`config.mk`:
```
export PLATFORM = sky130hd
export DESIGN_NAME = check_node_ms
export DESIGN_NICKNAME = d
export VERILOG_FILES = /design/src/rtl/check_node_ms.sv
export SDC_FILE = /design/constraint.sdc
export NUM_CORES = 1
export LEC_CHECK = 0
export ABC_CLOCK_PERIOD_IN_PS = 5300
export CAP_MARGIN = 20
export CORE_MARGIN = 1.5
export CORE_UTILIZATION = 35
export DETAILED_ROUTE_END_ITERATION = 12
export PLACE_DENSITY_LB_ADDON = 0.2
export SLEW_MARGIN = 20
export SYNTH_ARGS = -nofsm -noshare
export SYNTH_HDL_FRONTEND = slang
export SYNTH_SLANG_ARGS = --single-unit
```
`constraint.sdc`:
```
create_clock -name clk -period 5.3 [get_ports clk]
set_clock_uncertainty 0.1 [all_clocks]
set_input_delay 0.53 -clock clk [delete_from_list [all_inputs] [get_ports clk]]
set_output_delay 0.53 -clock clk [all_outputs]
set_load 0.05 [all_outputs]
```
`src/rtl/check_node_ms.sv`:
```
// Min-sum LDPC check node: snapshots one row of variable messages, scans them
// serially for the two smallest magnitudes and sign parity, then returns extrinsic messages.
module check_node_ms #(
  parameter int weight       = 6,
  parameter int float_length = 15,
  parameter int offset       = 0
) (
  input  logic                             clk,
  input  logic                             rst,
  input  logic [weight*float_length-1:0]   variable_value_input,
  input  logic [weight-1:0]                variable_enable_input,
  input  logic                             decision_down,
  output logic [weight*float_length-1:0]   check_value_output,
  output logic                             check_enable_output
);

  localparam int MW = float_length - 1;
  localparam int IW = $clog2(weight);
  localparam logic [MW-1:0] MAX_MAG = '1;
  localparam logic [MW-1:0] OFF_MAG = MW'(offset);
  localparam logic [IW-1:0] LAST_IDX = IW'(weight - 1);
  localparam logic [float_length-1:0] MOST_NEG = {1'b1, {MW{1'b0}}};

  typedef enum logic [1:0] {COLLECT, SCAN, GEN, WAIT} state_t;

  state_t state, state_next;
  logic   capture, scan_step, gen_load, release_out;

  logic [float_length-1:0] snap [weight];
  logic [IW-1:0]           scan_idx, min1_idx;
  logic [MW-1:0]           min1, min2;
  logic                    parity;

  logic [float_length-1:0]        cur;
  logic                           cur_sign;
  logic [MW-1:0]                  cur_mag;
  logic [weight*float_length-1:0] gen_value;

  // NOTE: sequential state uses non-blocking (<=) so every register samples pre-edge values.
  always_ff @(posedge clk) begin
    if (rst) state <= COLLECT;
    else     state <= state_next;
  end

  // NOTE: each combinational output gets a default first, so no path can infer a latch.
  always_comb begin
    state_next = state;
    case (state)
      COLLECT: if (&variable_enable_input) state_next = SCAN;
      SCAN:    if (scan_idx == LAST_IDX)    state_next = GEN;
      GEN:                                  state_next = WAIT;
      WAIT:    if (decision_down)           state_next = COLLECT;
      default:                              state_next = COLLECT;
    endcase
  end

  always_comb begin
    capture     = (state == COLLECT) && (&variable_enable_input);
    scan_step   = (state == SCAN);
    gen_load    = (state == GEN);
    release_out = (state == WAIT) && decision_down;
  end

  // Single shared magnitude path; the most negative code saturates to the max magnitude.
  always_comb begin
    cur      = snap[scan_idx];
    cur_sign = cur[float_length-1];
    if (!cur_sign)          cur_mag = cur[MW-1:0];
    else if (cur == MOST_NEG) cur_mag = MAX_MAG;
    else                    cur_mag = ~cur[MW-1:0] + MW'(1);
  end

  for (genvar g = 0; g < weight; g++) begin : g_slot
    logic [MW-1:0]           m, m_off;
    logic [float_length-1:0] m_ext;
    logic                    s;
    assign m     = (IW'(g) == min1_idx) ? min2 : min1;
    assign m_off = (m > OFF_MAG) ? (m - OFF_MAG) : '0;
    assign m_ext = {1'b0, m_off};
    assign s     = parity ^ snap[g][float_length-1];
    assign gen_value[g*float_length +: float_length] = s ? -m_ext : m_ext;
  end

  // NOTE: the snapshot array is small flop storage, not a RAM, so it is cleared on reset too.
  always_ff @(posedge clk) begin
    if (rst) begin
      for (int i = 0; i < weight; i++) snap[i] <= '0;
      scan_idx            <= '0;
      min1_idx            <= '0;
      min1                <= '0;
      min2                <= '0;
      parity              <= 1'b0;
      check_value_output  <= '0;
      check_enable_output <= 1'b0;
    end else begin
      if (capture) begin
        for (int i = 0; i < weight; i++)
          snap[i] <= variable_value_input[i*float_length +: float_length];
        scan_idx <= '0;
        min1_idx <= '0;
        min1     <= MAX_MAG;
        min2     <= MAX_MAG;
        parity   <= 1'b0;
      end
      if (scan_step) begin
        parity   <= parity ^ cur_sign;
        scan_idx <= scan_idx + IW'(1);
        // Strict compares keep the lower index as min1 on ties; the tie lands in min2.
        if (cur_mag < min1) begin
          min2     <= min1;
          min1     <= cur_mag;
          min1_idx <= scan_idx;
        end else if (cur_mag < min2) begin
          min2 <= cur_mag;
        end
      end
      if (gen_load) begin
        check_value_output  <= gen_value;
        check_enable_output <= 1'b1;
      end
      if (release_out) check_enable_output <= 1'b0;
    end
  end

endmodule

```
# [Word level (Yosys, flattened, before mapping)]
# Memory sizes are Yosys's and may differ from the RTL's. A register that Yosys moved wholly into a read port is not among the register bits.
# Index checks and enable logic that the tools add are counted.
[word_totals] reg_bits=128 ram_bits=90 input_bits=99 out_inout_bits=91 wordCells=111 memories=1
[op_classes] addsub=8 magnitude_cmp=8 eq_ne=13 n_mux=51 n_bitwise=14 n_reduce_logical=8
[mem_list] name="snap" words=6 width=15 rd=7 rd_clocked_by_memory_dff=1 write_ports=6 line="29" source="logic [float_length-1:0] snap [weight];"
[ops] operator="14-bit 2-to-1 mux" count=21
[ops] operator="15-bit 2-to-1 mux" count=12
[ops] operator="14-bit negator with 15-bit output" count=6
[ops] operator="14-bit by 1-bit greater-than comparator with 1-bit output (second input constant)" count=6
[ops] operator="14-bit less-than comparator" count=2
[ops] operator="3-bit 2-to-1 mux" count=7
[ops] operator="15-bit == test (second input constant)" count=1
[ops] operator="14-bit by 1-bit adder with 14-bit output (second input constant)" count=1
[ops] operator="14-bit inverter" count=1
[ops] operator="2-bit one-hot mux with 4 select lines" count=1
[ops] operator="1-bit 2-to-1 mux" count=7
[ops] operator="1-bit XOR" count=7
[ops] operator="2-bit by 3-bit == test with 1-bit output (first input constant)" count=2
[ops] operator="3-bit == test (first input constant)" count=2
[ops] operator="2-bit 2-to-1 mux" count=3
[ops] operator="1-bit OR" count=6
[ops] operator="6-bit AND reduction" count=1
[ops] operator="2-bit == test (second input constant)" count=2
[ops] operator="2-bit by 1-bit inequality test with 1-bit output (second input constant)" count=2
[ops] operator="3-bit by 1-bit adder with 3-bit output (second input constant)" count=1
[ops] operator="1-bit by 3-bit == test with 1-bit output (first input constant)" count=1
[ops] operator="3-bit == test (second input constant)" count=1
[ops] operator="3-bit zero test" count=1
[ops] operator="3-bit AND reduction" count=1
[ops] operator="6 further kinds" count=7

# [Longest topological paths before layout]
[logic_depth] ltp_word=8 depth_mapped=23

# [Worst setup path before layout]
# Ideal clock, no wire load.
[synth_timing] path_kind="reg2reg" startpoint="register with a tool-made name" endpoint="register min2[11]" arrival_time_ps=4740 t_required_ps=5057 setup_slack_ps=316 stages_incl_launch_ff=22 path_buffers=3 cell_sequence="dfxtp_1 -> buf_4 -> buf_2 -> mux2_2 -> mux4_2 -> inv_1 -> ha_1 -> inv_1 -> nor4_1 -> and2_1 -> nand2_1 -> buf_2 -> nand2_1 -> ha_1 -> a21o_1 -> a21o_1 -> a21oi_1 -> nor2_1 -> a211oi_1 -> nor3_1 -> a311oi_2 -> o32ai_1"
[synth_lines] item="end signal: assignment" line="110" source="min2 <= min1;"
[synth_lines] item="end signal: assignment" line="114" source="min2 <= cur_mag;"
[synth_lines] item="end: declaration" line="31" source="logic [MW-1:0] min1, min2;"

==> impl_metrics.json <==
{
  "clk_path_buf_depth": 3,
  "grt-ovfl-total": 0,
  "crit_path_max_fanout": 20,
  "crit_type": "register to register",
  "slowest_stage": "mux4_2",
  "via_per_inst": 5.41,
  "fin_crit_ps": 4940,
  "cp.required_ps": 5650,
  "first_global_vias": 11500,
  "cts-buffers-inserted": 26,
  "whs_path_depth": 2,
  "cts_tree": "done",
  "drc": 0,
  "maxSlewHeadroom_pct": 27.6,
  "grt_first_pass_wirelength_um": 69600,
  "cts_hold_buf": 0,
  "synth.distinct_cells": 80,
  "end_kind": "register",
  "antenna_found_initial": 0,
  "clk_pin_slew_ps": 60,
  "power_density_nw_per_um2": 447,
  "cts_resized": 0,
  "initial_core_util_pct": 35.6,
  "hold_viol": 0,
  "slew_violations": 0,
  "die_w_um": 199,
  "setup_ws_ps": 356,
  "dp_hpwl_um": 34300,
  "rsz0062_at_grt": "no",
  "clockPowerShare_pct": 24.4,
  "core_region_area_sq_um": 37800,
  "fin_nets": 1789,
  "portBuffers": 189,
  "status": "finished, final reports clean",
  "cts_setup_buffers": 0,
  "vdd_drop_max_mv": 0.293,
  "ctsRootBufferMaster": "clkbuf_16",
  "ios": 190,
  "dp_cells": 2133,
  "crit_buf_inv": 3,
  "insertion_delay_ps": 550,
  "yosysSeqAreaShare_pct": 39.6,
  "pwr-share-seq_pct": 27.9,
  "cp_top_family": "simple AND/OR/NAND/NOR gates",
  "synth_area_leaders": "edfxtp_1 20%, dfxtp_1 20%, mux2i_1 7.1%, nor2_1 5.1%, and3_1 4.6%",
  "synth_top_area_share_pct": 20.1,
  "p_leak_nw": 6.36,
  "grt_util_all_layers_pct": 23.1,
  "wirelength_um": 45700,
  "grt_max_degree": 109,
  "hold_start": "check_value_output[86]",
  "fin_cells": 2181,
  "drtIter0Drc": 793,
  "cp_slowest_stage_delay_ps": 510,
  "cpMostUsedCell": "buf_4",
  "synth_area_leader_cell": "edfxtp_1",
  "syn_inst": 1513,
  "firstDrtPassIters": 5,
  "synth_warnings": 0,
  "dieArea_sq_um": 39600,
  "clock.fmax_ghz": 0.202,
  "vias": 11800,
  "multi_input_area_sq_um": 7500,
  "syn-cell-area_sq_um": 13400,
  "utilization_pct": 44.3,
  "yosys_most_used_dff": "dfxtp_1",
  "htree_levels": 1,
  "ff2ff_setup_slack_ps": 360,
  "die_h_um": 199,
  "dp_slack_ps": 300,
  "synth_edf_count": 90,
  "worstReg2RegEnd": "min2[13]",
  "ant_nets": 0,
  "seq_area_sq_um": 5330,
  "design_area_sq_um": 16700,
  "cts_sinks": 221,
  "n_fill_cell": 3705,
  "tns_ps": 0,
  "min_to": "check_value_output[86]",
  "syn_nets": 1652,
  "hold_ws_ps": 351,
  "synth_area_per_cell_sq_um": 8.89,
  "placed_cell_area_sq_um": 15800,
  "p_switching_mw": 3.13,
  "synthArstFlopShare_pct": 0,
  "post_drt_wl_per_cell_um": 20.9,
  "layout-drive-gt1-share_pct": 8.44,
  "max_slew.worst_pin.slew_ps": 1080,
  "critPathArrivalTime_ps": 5290,
  "start_kind": "register",
  "place.gp.congestion": 0.963,
  "finalCritPeriodShare_pct": 93.3,
  "p_comb_share_pct": 47.7,
  "power.internal_mw": 4.35,
  "drv_cap": 0,
  "areaGrowthSynthToFinish_pct": 24.4,
  "synth_seq_cells": 221,
  "p_sw_share_pct": 41.9,
  "hp-class": "register to register",
  "worst-r2r-cell-count": 18,
  "worstPathCellList": "buf_4, buf_4, mux2_2, mux4_2, or3_1, o21ai_1, xnor2_1, or2_2, ha_1, nand4_1, nor2_1, nand3_1, nor3_1, a31oi_2, and3_1, buf_4, nor2b_1, o32ai_1",
  "std_cell_rows": 71,
  "finalPower_mw": 7.48,
  "setup_viol": 0,
  "num_antenna_cells": 0
}
routing by layer:
layer  up-vias  track usage (%)  share of wire, %  wire length, um
li1       5738                -                 -                -
met1      5570             28.8                42            19300
met2       390             39.7                48            21800
met3        99             2.93               5.0             2290
met4         0             10.5               5.0             2280
met5         -                0                 0                0
kinds of logic (layout without fill, tap and decap cells):
kind of cell,after synthesis,in the layout,synth area share [%]
DFF,221,221,39.6
buffers and inverters,169,326,5.07
adders and majority gates,40,40,3.72
and+or+nand+nor,535,535,19.5
xor gates and xnor gates,88,88,5.73
AOI/OAI and AO/OA,333,333,15.7
muxes,127,127,10.6
tightest hold or removal path: stages, from the launching register on:
cell and delay, ps:
dfxtp_1 310, nand2_1 50, o21ai_1 50
cells in the final DEF, fill, tap and decap left out, types with 8 or more instances in the layout:
master / netlist / layout
nor3b_1: 11 / 9
nand3_1: 21 / 21
a211oi_1: 14 / 14
and3_1: 98 / 98
xor2_1: 27 / 27
a31oi_1: 22 / 22
ha_1: 40 / 39
buf_4: 4 / 37
mux4_2: 10 / 10
nor2_1: 183 / 182
inv_1: 47 / 46
edfxtp_1: 90 / 90
nand4_1: 14 / 14
nor3_1: 36 / 34
xnor2_1: 61 / 60
o21ai_0: 91 / 91
a21oi_1: 104 / 104
a311oi_1: 14 / 14
clkbuf_16: 0 / 27
clkdlybuf4s50_1: 0 / 188
o2bb2ai_1: 12 / 12
a21o_1: 8 / 8
mux2i_1: 96 / 96
nor2b_1: 10 / 10
mux2_2: 18 / 18
nand2_1: 112 / 111
dfxtp_1: 131 / 130
registers in the layout, indices dropped and copies added, names as in the netlist, named ones only:
register and flops:
snap 90, min1_idx 3, min2 14, parity 1, min1 14, check_enable_output 1, check_value_output 90, scan_idx 3
state 2
Yosys cell counts (4+ instances only):
master and number:
and3_1 98, nand3b_1 5, a31oi_1 22, ha_1 40
a21oi_1 104, or3_1 4, o2bb2ai_1 12, o32ai_1 6
nand2_1 112, nor3_1 36, xnor2_1 61, mux2i_1 96
buf_1 8, edfxtp_1 90, and4_1 5, dfxtp_1 131
nor4_1 7, buf_4 4, a311oi_1 14, mux2_2 18
xor2_1 27, mux4_2 10, nor2b_1 10, o21a_1 5
buf_2 13, a21o_1 8, nand3_1 21, nand4_1 14
o31ai_1 5, clkbuf_1 91, nand2b_1 5, o21ai_1 4
or2_2 6, nor3b_1 11, o21ai_0 91, a22o_1 4
a32oi_1 5, a211oi_1 14, nor2_1 183, inv_1 47
power by group through the flow:
stage / clock (mW) / sequential [mW] / combinational (mW)
6_report: 1.83 / 2.09 / 3.57
5_1_grt: 1.93 / 2.10 / 3.91
4_1_cts: 1.87 / 2.08 / 3.55
3_5_place_dp: 0 / 2.11 / 3.54
3_3_place_gp: 0 / 2.11 / 3.53
2_1_floorplan: 0 / 2.03 / 2.47
worst max path at each step:
stage                  start  endpoint  slack, ps  depth (start not counted)
floorplan           register  min2[11]        320                         21
global placement    register  min2[11]        310                         18
detailed placement  register   min2[9]        300                         18
CTS                 register  min2[13]        280                         18
global route        register   min2[1]         20                         18
finish              register  min2[13]        360                         18
area by class of cell:
cell class                      instances  area share [%]
Multi-Input combinational cell       1123            44.8
Clock buffer                           32            4.27
Sequential cell                       221            31.8
Timing Repair Buffer                  228            13.2
Clock inverter                         16           0.987
Tap cell                              511            3.82
Inverter                               50            1.12
No activity file was read; power rests on OpenSTA's default activity.
